[src/rtl/lsu_pkg.sv]
// Shared definitions for the load/store stage: memory-op encodings, FSM states
// and the small decode helpers used by both the FSM and the lane aligner.
package lsu_pkg;

  localparam int MEM_OP_W = 4;

  localparam logic [MEM_OP_W-1:0] MEM_OP_NONE = 4'd0;
  localparam logic [MEM_OP_W-1:0] MEM_OP_LB   = 4'd1;
  localparam logic [MEM_OP_W-1:0] MEM_OP_LH   = 4'd2;
  localparam logic [MEM_OP_W-1:0] MEM_OP_LW   = 4'd3;
  localparam logic [MEM_OP_W-1:0] MEM_OP_LBU  = 4'd4;
  localparam logic [MEM_OP_W-1:0] MEM_OP_LHU  = 4'd5;
  localparam logic [MEM_OP_W-1:0] MEM_OP_SB   = 4'd6;
  localparam logic [MEM_OP_W-1:0] MEM_OP_SH   = 4'd7;
  localparam logic [MEM_OP_W-1:0] MEM_OP_SW   = 4'd8;

  typedef enum logic [1:0] {
    S_IDLE,
    S_REQ,
    S_WAIT_RD
  } lsu_state_e;

  // Unused encodings fall through to the plain writeback path.
  function automatic logic is_mem_op(input logic [MEM_OP_W-1:0] op);
    return (op >= MEM_OP_LB) && (op <= MEM_OP_SW);
  endfunction

  function automatic logic is_store(input logic [MEM_OP_W-1:0] op);
    return (op == MEM_OP_SB) || (op == MEM_OP_SH) || (op == MEM_OP_SW);
  endfunction

  function automatic logic is_misaligned(input logic [MEM_OP_W-1:0] op,
                                         input logic [1:0] off);
    logic half_op;
    logic word_op;
    half_op = (op == MEM_OP_LH) || (op == MEM_OP_LHU) || (op == MEM_OP_SH);
    word_op = (op == MEM_OP_LW) || (op == MEM_OP_SW);
    return (half_op && off[0]) || (word_op && (off != 2'b00));
  endfunction

endpackage

[src/rtl/lsu_if.sv]
// Data-bus bundle between the load/store stage (master) and memory (slave).
interface lsu_if #(
  parameter int DATA_WIDTH = 32,
  parameter int ADDR_WIDTH = 32
);
  logic                  dbus_req;
  logic                  dbus_we;
  logic [ADDR_WIDTH-1:0] dbus_addr;
  logic [3:0]            dbus_be;
  logic [DATA_WIDTH-1:0] dbus_wdata;
  logic                  dbus_gnt;
  logic                  dbus_rvalid;
  logic [DATA_WIDTH-1:0] dbus_rdata;

  modport master (
    output dbus_req, dbus_we, dbus_addr, dbus_be, dbus_wdata,
    input  dbus_gnt, dbus_rvalid, dbus_rdata
  );

  modport slave (
    input  dbus_req, dbus_we, dbus_addr, dbus_be, dbus_wdata,
    output dbus_gnt, dbus_rvalid, dbus_rdata
  );
endinterface

[src/rtl/lsu_align.sv]
// Combinational lane logic: byte enables and replicated store data on the way
// out, byte/half extraction with sign or zero extension on the way back.
module lsu_align
  import lsu_pkg::*;
#(
  parameter int DATA_WIDTH = 32
) (
  input  logic [MEM_OP_W-1:0]   st_op,
  input  logic [1:0]            st_off,
  input  logic [DATA_WIDTH-1:0] store_data,
  output logic [3:0]            be,
  output logic [DATA_WIDTH-1:0] wdata,
  input  logic [MEM_OP_W-1:0]   ld_op,
  input  logic [1:0]            ld_off,
  input  logic [DATA_WIDTH-1:0] rdata,
  output logic [DATA_WIDTH-1:0] ld_data
);

  localparam int BYTES = DATA_WIDTH / 8;
  localparam int HALVES = DATA_WIDTH / 16;

  logic [DATA_WIDTH-1:0] shifted;

  // Loads carry size-based enables too so the memory sees a consistent access.
  always_comb begin
    be    = 4'b1111;
    wdata = store_data;
    case (st_op)
      MEM_OP_SB, MEM_OP_LB, MEM_OP_LBU: be = 4'b0001 << st_off;
      MEM_OP_SH, MEM_OP_LH, MEM_OP_LHU: be = 4'b0011 << st_off;
      default: be = 4'b1111;
    endcase
    case (st_op)
      MEM_OP_SB: wdata = {BYTES{store_data[7:0]}};
      MEM_OP_SH: wdata = {HALVES{store_data[15:0]}};
      default:   wdata = store_data;
    endcase
  end

  assign shifted = rdata >> {ld_off, 3'b000};

  always_comb begin
    ld_data = rdata;
    case (ld_op)
      MEM_OP_LB:  ld_data = {{(DATA_WIDTH-8){shifted[7]}}, shifted[7:0]};
      MEM_OP_LBU: ld_data = {{(DATA_WIDTH-8){1'b0}}, shifted[7:0]};
      MEM_OP_LH:  ld_data = {{(DATA_WIDTH-16){shifted[15]}}, shifted[15:0]};
      MEM_OP_LHU: ld_data = {{(DATA_WIDTH-16){1'b0}}, shifted[15:0]};
      default:    ld_data = rdata;
    endcase
  end

endmodule

[src/rtl/lsu.sv]
// Load/store + writeback register stage behind the ALU. One bus request in
// flight at a time; EX is stalled through ex_ready until the access finishes.
module lsu
  import lsu_pkg::*;
#(
  parameter int DATA_WIDTH = 32,
  parameter int ADDR_WIDTH = 32
) (
  input  logic                  clk,
  input  logic                  rst_n,
  input  logic                  ex_valid,
  output logic                  ex_ready,
  input  logic [MEM_OP_W-1:0]   mem_op,
  input  logic [DATA_WIDTH-1:0] alu_out,
  input  logic [DATA_WIDTH-1:0] store_data,
  input  logic [4:0]            rd_addr,
  input  logic                  flush,
  lsu_if.master                 dbus,
  output logic                  wb_valid,
  output logic [4:0]            wb_rd_addr,
  output logic [DATA_WIDTH-1:0] wb_data,
  output logic                  misalign_exc,
  output logic [ADDR_WIDTH-1:0] exc_addr
);

  lsu_state_e state, state_next;

  logic [MEM_OP_W-1:0]   op_q;
  logic [1:0]            off_q;
  logic [4:0]            rd_q;
  logic                  kill_q;
  logic                  accept;
  logic                  wb_fire;
  logic                  exc_fire;
  logic                  latch_req;
  logic                  kill_set;
  logic [DATA_WIDTH-1:0] wb_data_d;
  logic [4:0]            wb_rd_d;
  logic [3:0]            be_c;
  logic [DATA_WIDTH-1:0] wdata_c;
  logic [DATA_WIDTH-1:0] ld_data_c;

  lsu_align #(.DATA_WIDTH(DATA_WIDTH)) u_align (
    .st_op      (mem_op),
    .st_off     (alu_out[1:0]),
    .store_data (store_data),
    .be         (be_c),
    .wdata      (wdata_c),
    .ld_op      (op_q),
    .ld_off     (off_q),
    .rdata      (dbus.dbus_rdata),
    .ld_data    (ld_data_c)
  );

  assign ex_ready = (state == S_IDLE);
  assign accept   = ex_valid && ex_ready && !flush;

  always_ff @(posedge clk or negedge rst_n) begin
    if (!rst_n) state <= S_IDLE;
    else        state <= state_next;
  end

  // kill_q remembers a flush that arrived after the bus already took the load.
  always_comb begin
    state_next = state;
    wb_fire    = 1'b0;
    exc_fire   = 1'b0;
    latch_req  = 1'b0;
    kill_set   = 1'b0;
    wb_data_d  = wb_data;
    wb_rd_d    = wb_rd_addr;
    case (state)
      S_IDLE: begin
        if (accept) begin
          if (!is_mem_op(mem_op)) begin
            wb_fire   = 1'b1;
            wb_data_d = alu_out;
            wb_rd_d   = rd_addr;
          end else if (is_misaligned(mem_op, alu_out[1:0])) begin
            exc_fire = 1'b1;
          end else begin
            latch_req  = 1'b1;
            state_next = S_REQ;
          end
        end
      end
      S_REQ: begin
        if (dbus.dbus_gnt) begin
          if (is_store(op_q)) begin
            state_next = S_IDLE;
          end else if (dbus.dbus_rvalid) begin
            state_next = S_IDLE;
            wb_fire    = !flush;
            wb_data_d  = ld_data_c;
            wb_rd_d    = rd_q;
          end else begin
            state_next = S_WAIT_RD;
            kill_set   = flush;
          end
        end else if (flush) begin
          state_next = S_IDLE;
        end
      end
      S_WAIT_RD: begin
        if (dbus.dbus_rvalid) begin
          state_next = S_IDLE;
          wb_fire    = !flush && !kill_q;
          wb_data_d  = ld_data_c;
          wb_rd_d    = rd_q;
        end else begin
          kill_set = flush;
        end
      end
      default: state_next = S_IDLE;
    endcase
  end

  always_ff @(posedge clk or negedge rst_n) begin
    if (!rst_n) begin
      op_q            <= MEM_OP_NONE;
      off_q           <= 2'b00;
      rd_q            <= 5'd0;
      kill_q          <= 1'b0;
      dbus.dbus_req   <= 1'b0;
      dbus.dbus_we    <= 1'b0;
      dbus.dbus_addr  <= '0;
      dbus.dbus_be    <= 4'b0000;
      dbus.dbus_wdata <= '0;
      wb_valid        <= 1'b0;
      wb_rd_addr      <= 5'd0;
      wb_data         <= '0;
      misalign_exc    <= 1'b0;
      exc_addr        <= '0;
    end else begin
      dbus.dbus_req <= (state_next == S_REQ);
      wb_valid      <= wb_fire;
      misalign_exc  <= exc_fire;
      wb_data       <= wb_data_d;
      wb_rd_addr    <= wb_rd_d;
      if (exc_fire) exc_addr <= alu_out[ADDR_WIDTH-1:0];
      if (latch_req) begin
        op_q            <= mem_op;
        off_q           <= alu_out[1:0];
        rd_q            <= rd_addr;
        kill_q          <= 1'b0;
        dbus.dbus_we    <= is_store(mem_op);
        dbus.dbus_addr  <= {alu_out[ADDR_WIDTH-1:2], 2'b00};
        dbus.dbus_be    <= be_c;
        dbus.dbus_wdata <= wdata_c;
      end else if (kill_set) begin
        kill_q <= 1'b1;
      end
    end
  end

endmodule

[src/flat_wrapper.sv]
// flat-port wrapper written by rule: the top's interface ports become plain ports
module lsu_flat import lsu_pkg::*;
#(
  parameter int DATA_WIDTH = 32,
  parameter int ADDR_WIDTH = 32
)
  (clk, rst_n, ex_valid, ex_ready, mem_op, alu_out, store_data, rd_addr, flush, wb_valid, wb_rd_addr, wb_data, misalign_exc, exc_addr, dbus_dbus_req, dbus_dbus_we, dbus_dbus_addr, dbus_dbus_be, dbus_dbus_wdata, dbus_dbus_gnt, dbus_dbus_rvalid, dbus_dbus_rdata);
  lsu_if #(.DATA_WIDTH(DATA_WIDTH), .ADDR_WIDTH(ADDR_WIDTH)) dbus_i ();
  input  logic clk;
  input  logic rst_n;
  input  logic ex_valid;
  output logic ex_ready;
  input  logic [MEM_OP_W-1:0] mem_op;
  input  logic [DATA_WIDTH-1:0] alu_out;
  input  logic [DATA_WIDTH-1:0] store_data;
  input  logic [4:0] rd_addr;
  input  logic flush;
  output logic wb_valid;
  output logic [4:0] wb_rd_addr;
  output logic [DATA_WIDTH-1:0] wb_data;
  output logic misalign_exc;
  output logic [ADDR_WIDTH-1:0] exc_addr;
  output wire logic [$bits(dbus_i.dbus_req)-1:0] dbus_dbus_req;
  output wire logic [$bits(dbus_i.dbus_we)-1:0] dbus_dbus_we;
  output wire logic [$bits(dbus_i.dbus_addr)-1:0] dbus_dbus_addr;
  output wire logic [$bits(dbus_i.dbus_be)-1:0] dbus_dbus_be;
  output wire logic [$bits(dbus_i.dbus_wdata)-1:0] dbus_dbus_wdata;
  input wire logic [$bits(dbus_i.dbus_gnt)-1:0] dbus_dbus_gnt;
  input wire logic [$bits(dbus_i.dbus_rvalid)-1:0] dbus_dbus_rvalid;
  input wire logic [$bits(dbus_i.dbus_rdata)-1:0] dbus_dbus_rdata;
  assign dbus_dbus_req = dbus_i.dbus_req;
  assign dbus_dbus_we = dbus_i.dbus_we;
  assign dbus_dbus_addr = dbus_i.dbus_addr;
  assign dbus_dbus_be = dbus_i.dbus_be;
  assign dbus_dbus_wdata = dbus_i.dbus_wdata;
  assign dbus_i.dbus_gnt = dbus_dbus_gnt;
  assign dbus_i.dbus_rvalid = dbus_dbus_rvalid;
  assign dbus_i.dbus_rdata = dbus_dbus_rdata;
  lsu #(.DATA_WIDTH(DATA_WIDTH), .ADDR_WIDTH(ADDR_WIDTH)) u_core (.clk(clk), .rst_n(rst_n), .ex_valid(ex_valid), .ex_ready(ex_ready), .mem_op(mem_op), .alu_out(alu_out), .store_data(store_data), .rd_addr(rd_addr), .flush(flush), .dbus(dbus_i), .wb_valid(wb_valid), .wb_rd_addr(wb_rd_addr), .wb_data(wb_data), .misalign_exc(misalign_exc), .exc_addr(exc_addr));
endmodule
[config.mk]
export PLATFORM = sky130hd
export DESIGN_NAME = lsu_flat
export DESIGN_NICKNAME = d
export VERILOG_FILES = /design/src/rtl/lsu_pkg.sv /design/src/rtl/lsu_if.sv /design/src/rtl/lsu_align.sv /design/src/rtl/lsu.sv /design/src/flat_wrapper.sv
export SDC_FILE = /design/constraint.sdc
export NUM_CORES = 1
export LEC_CHECK = 0
export ABC_AREA = 0
export ABC_CLOCK_PERIOD_IN_PS = 3470
export BUFFER_PORTS_ARGS = -buffer_cell sky130_fd_sc_hd__buf_2
export CAP_MARGIN = 40
export CORE_MARGIN = 5
export CORE_UTILIZATION = 50
export DETAILED_ROUTE_END_ITERATION = 12
export GPL_TIMING_DRIVEN = 0
export MAX_ROUTING_LAYER = met4
export PLACE_DENSITY = 0.77
export SYNTH_ARGS = -nofsm -noshare
export SYNTH_HDL_FRONTEND = slang
export SYNTH_SLANG_ARGS = --single-unit
[constraint.sdc]
create_clock -name clk -period 3.47 [get_ports clk]
set_clock_uncertainty 0.15 [all_clocks]
set_input_delay 0.1735 -clock clk [delete_from_list [all_inputs] [get_ports clk]]
set_output_delay 0.1735 -clock clk [all_outputs]
set_load 0.05 [all_outputs]
==> metrics.cfg <==
[floorplan]
die_w_um=129.5
initial_core_util_pct=51.23
dieHeight_um=129.5
rows=43
die_area_um2=16770
core_area_um2=13930
io_pins=253

[global_routing]
grt_pass1_wl_um=36670
grt.overflow.total=0
grt_start_max_net_pins=90
track_usage_pct=29.32
grt_pass1_vias=6859
antenna_found_initial=1

[cts]
post_cts_resize_count=0
clock-sinks=153
htreeDepth=4
cts_setup_buffers=0
cts_tree=yes
root_buffer=clkbuf_16
cts_buffer_depth=2
clk_pin_slew_ns=0.06
holdBufCountCts=99
cts_buffers=17
insertion_delay_ns=0.42

[synthesis]
yosys.area_share.adder_pct=0.7011
synth-xor-area-share_pct=0.1227
synth_top_area_share_pct=53.64
synth-async-reset-ratio_pct=100.0
syn-cell-area_um2=7138
synthMostInstantiatedCell=dfrtp_1
synth_top_family_by_area=multiplexers
ys.flop_type=dfrtp_1
synth_largest_area_cell=dfrtp_1
syn_area_per_cell_um2=11.22
yosysWarnings=0
synth_commonest_cells=dfrtp_1 (153), mux2_2 (85), o21ai_0 (85)
synth_seq_cells=153
synth_cells=636
synthMuxAreaShare_pct=18.77
synth-edff-count=0
synth_area_leaders=dfrtp_1 (54%), mux2_2 (13%), o21ai_0 (6.0%)
ys_types=50
synth_compound_area_share_pct=14.86
synthSimpleGateAreaFrac_pct=8.098
seq_area_frac_synth_pct=53.64

[power_and_ir_drop]
p_per_area_nw_per_um2=1125
p_comb_share_pct=57.1
share_seq_of_total_power_pct=27.3
switching_share_pct=52.39
power_mw=11.49
ir_drop_mv=0.5738
p_sw_mw=6.018
clkPwrFrac_pct=15.6
p_int_mw=5.468
p_leak_nw=4.916

[final_layout]
syn2layout_area_growth_pct=43.01
drive_gt1_share_pct=38.25
final-seq-area_um2=3829
nFillCells=965
final_area_um2=10210
final_nets=1119
multiInputGateArea_um2=3045

[setup_path]
required_ns=3.60
cp-end-kind=register
start_kind=register
rrSetupSlack_ns=0.47
crit_type=reg -> reg
critPathTopFamily=simple AND/OR/NAND/NOR gates
cp_num_buf_inv=4
critPathMaxFanout=10
cp.arrival_ns=3.13
slowest_delay_ns=0.53
slowest_stage=or4_4
cp_cell_sequence=inv_1 -> ha_1 -> nand2_1 -> or4_4 -> a311o_1 -> buf_6 -> buf_6 -> clkbuf_1 -> nand2_1 -> o21ai_0

[placed_design]
gp_congestion=0.9514
portBuffers=246
place_area_um2=8645
dp_hpwl_um=16550

[sta]
max_freq_mhz=333.3
min_period_over_period_pct=86.45
tightest_slew_ns=0.8276
rsz0062_at_grt=false
hold_viol=0
setup_viol=0
relSlewSlack_pct=44.83
period_minus_slack_ns=3.000
final_max_slew_viol_count=0
hold_ws_ns=0.01141

[run]
cap_violations=0

[routing]
drc=0
final_antenna_net_count=0
vias=6710
routed_wirelength_um=23610
drtIter0Drc=485
drtPass1Iterations=7
post_drt_via_cell_ratio=5.596
wire_per_inst_um=19.69

[run_status]
status=completed

[min_path]
hp-class=in -> reg

-- per-layer routing --
metal | up-vias | wire [µm] | global-route usage [%]
met2 | 400 | 11380 | 48.02
li1 | 3027 | - | -
met5 | - | 0 | -
met3 | 68 | 2165 | 6.925
met4 | 0 | 826 | 11.55
met1 | 3215 | 9237 | 35.25
-- flip-flops by register name, summed over array words and instances, names as in the netlist, 2 cells and up --
name                    count
u_core.dbus.dbus_addr      30
u_core.wb_data             32
u_core.wb_rd_addr           5
u_core.rd_q                 5
u_core.dbus.dbus_wdata     32
u_core.dbus.dbus_be         4
u_core.off_q                2
u_core.op_q                 4
u_core.exc_addr            32
u_core.state                2
-- logic make-up after synthesis --
kind of cell	after synthesis
AND/OR/NAND/NOR	122
AO/OA/AOI/OAI	174
flip-flops	153
XOR/XNOR	1
adder cells (fa/ha/maj)	4
multiplexers	122
buffers and inverters	59
other	1
-- worst paths after layout --
kind | start | endpoint | depth (start not counted)
max in group asynchronous | rst_n | u_core.wb_data[4]$_DFFE_PN0P_ | 3
min reg2reg | u_core.dbus.dbus_wdata[31]$_DFFE_PN0P_ | u_core.dbus.dbus_wdata[31]$_DFFE_PN0P_ | 2
max | u_core.state[0]$_DFF_PN0_ | u_core.dbus.dbus_wdata[19]$_DFFE_PN0P_ | 10
max reg2reg | u_core.state[0]$_DFF_PN0_ | u_core.dbus.dbus_wdata[19]$_DFFE_PN0P_ | 10
min in group asynchronous | rst_n | u_core.exc_addr[8]$_DFFE_PN0P_ | 2
min | dbus_dbus_rdata[2] | u_core.wb_data[2]$_DFFE_PN0P_ | 3
-- placed cells by master (no fill, tap or decap), types with 4 or more instances in the layout --
master / n
a21oi_1: 31
a2bb2oi_1: 14
a311oi_1: 6
a31oi_1: 8
buf_2: 256
buf_4: 4
buf_6: 4
clkbuf_1: 32
clkbuf_16: 17
clkinvlp_4: 6
dfrtp_1: 153
dlygate4sd3_1: 99
ha_1: 4
inv_1: 11
mux2_2: 85
mux2i_1: 36
nand2_1: 60
nand2b_1: 8
nor2_1: 23
nor2b_1: 9
o211ai_1: 7
o21ai_0: 85
o221ai_1: 7
-- through the flow --
stage	std cells	setup TNS, ns	worst slack (ns)	util [%]
floorplan	637	0	0.5462	-
global placement	1063	-26.43	-0.1812	61.70
detailed placement	1066	0	0.5242	62.04
CTS	1197	0	0.5067	73.22
global route	1198	0	0.2892	73.24
finish	1199	0	0.4701	73.26
-- power by group through the flow --
stage          Sequential, mW  Combinational (mW)  Clock, mW
6_report                 3.14                6.56       1.79
3_3_place_gp             3.10                6.31          0
3_5_place_dp             3.14                6.42          0
2_1_floorplan            5.85                2.02          0
5_1_grt                  3.24                6.96       1.88
4_1_cts                  3.12                6.52       1.80
-- worst reg2reg max path: stages, from the launching register on --
cell and delay (ns):
dfrtp_1 0.41, inv_1 0.18, ha_1 0.34, nand2_1 0.08, or4_4 0.53, a311o_1 0.34
buf_6 0.15, buf_6 0.15, clkbuf_1 0.27, nand2_1 0.16, o21ai_0 0.11
-- layout make-up --
| cell class | count | share of cell area (%) |
|---|---|---|
| antenna | 2 | 0.04903 |
| clock inverter | 10 | 0.9192 |
| buffer | 48 | 2.218 |
| clock buffer | 22 | 4.645 |
| timing repair buffer | 348 | 22.22 |
| inverter | 11 | 0.4045 |
| sequential | 153 | 37.50 |
| multi-input combinational | 425 | 29.83 |
| tap | 180 | 2.206 |
(Power assumes the default switching activity.)
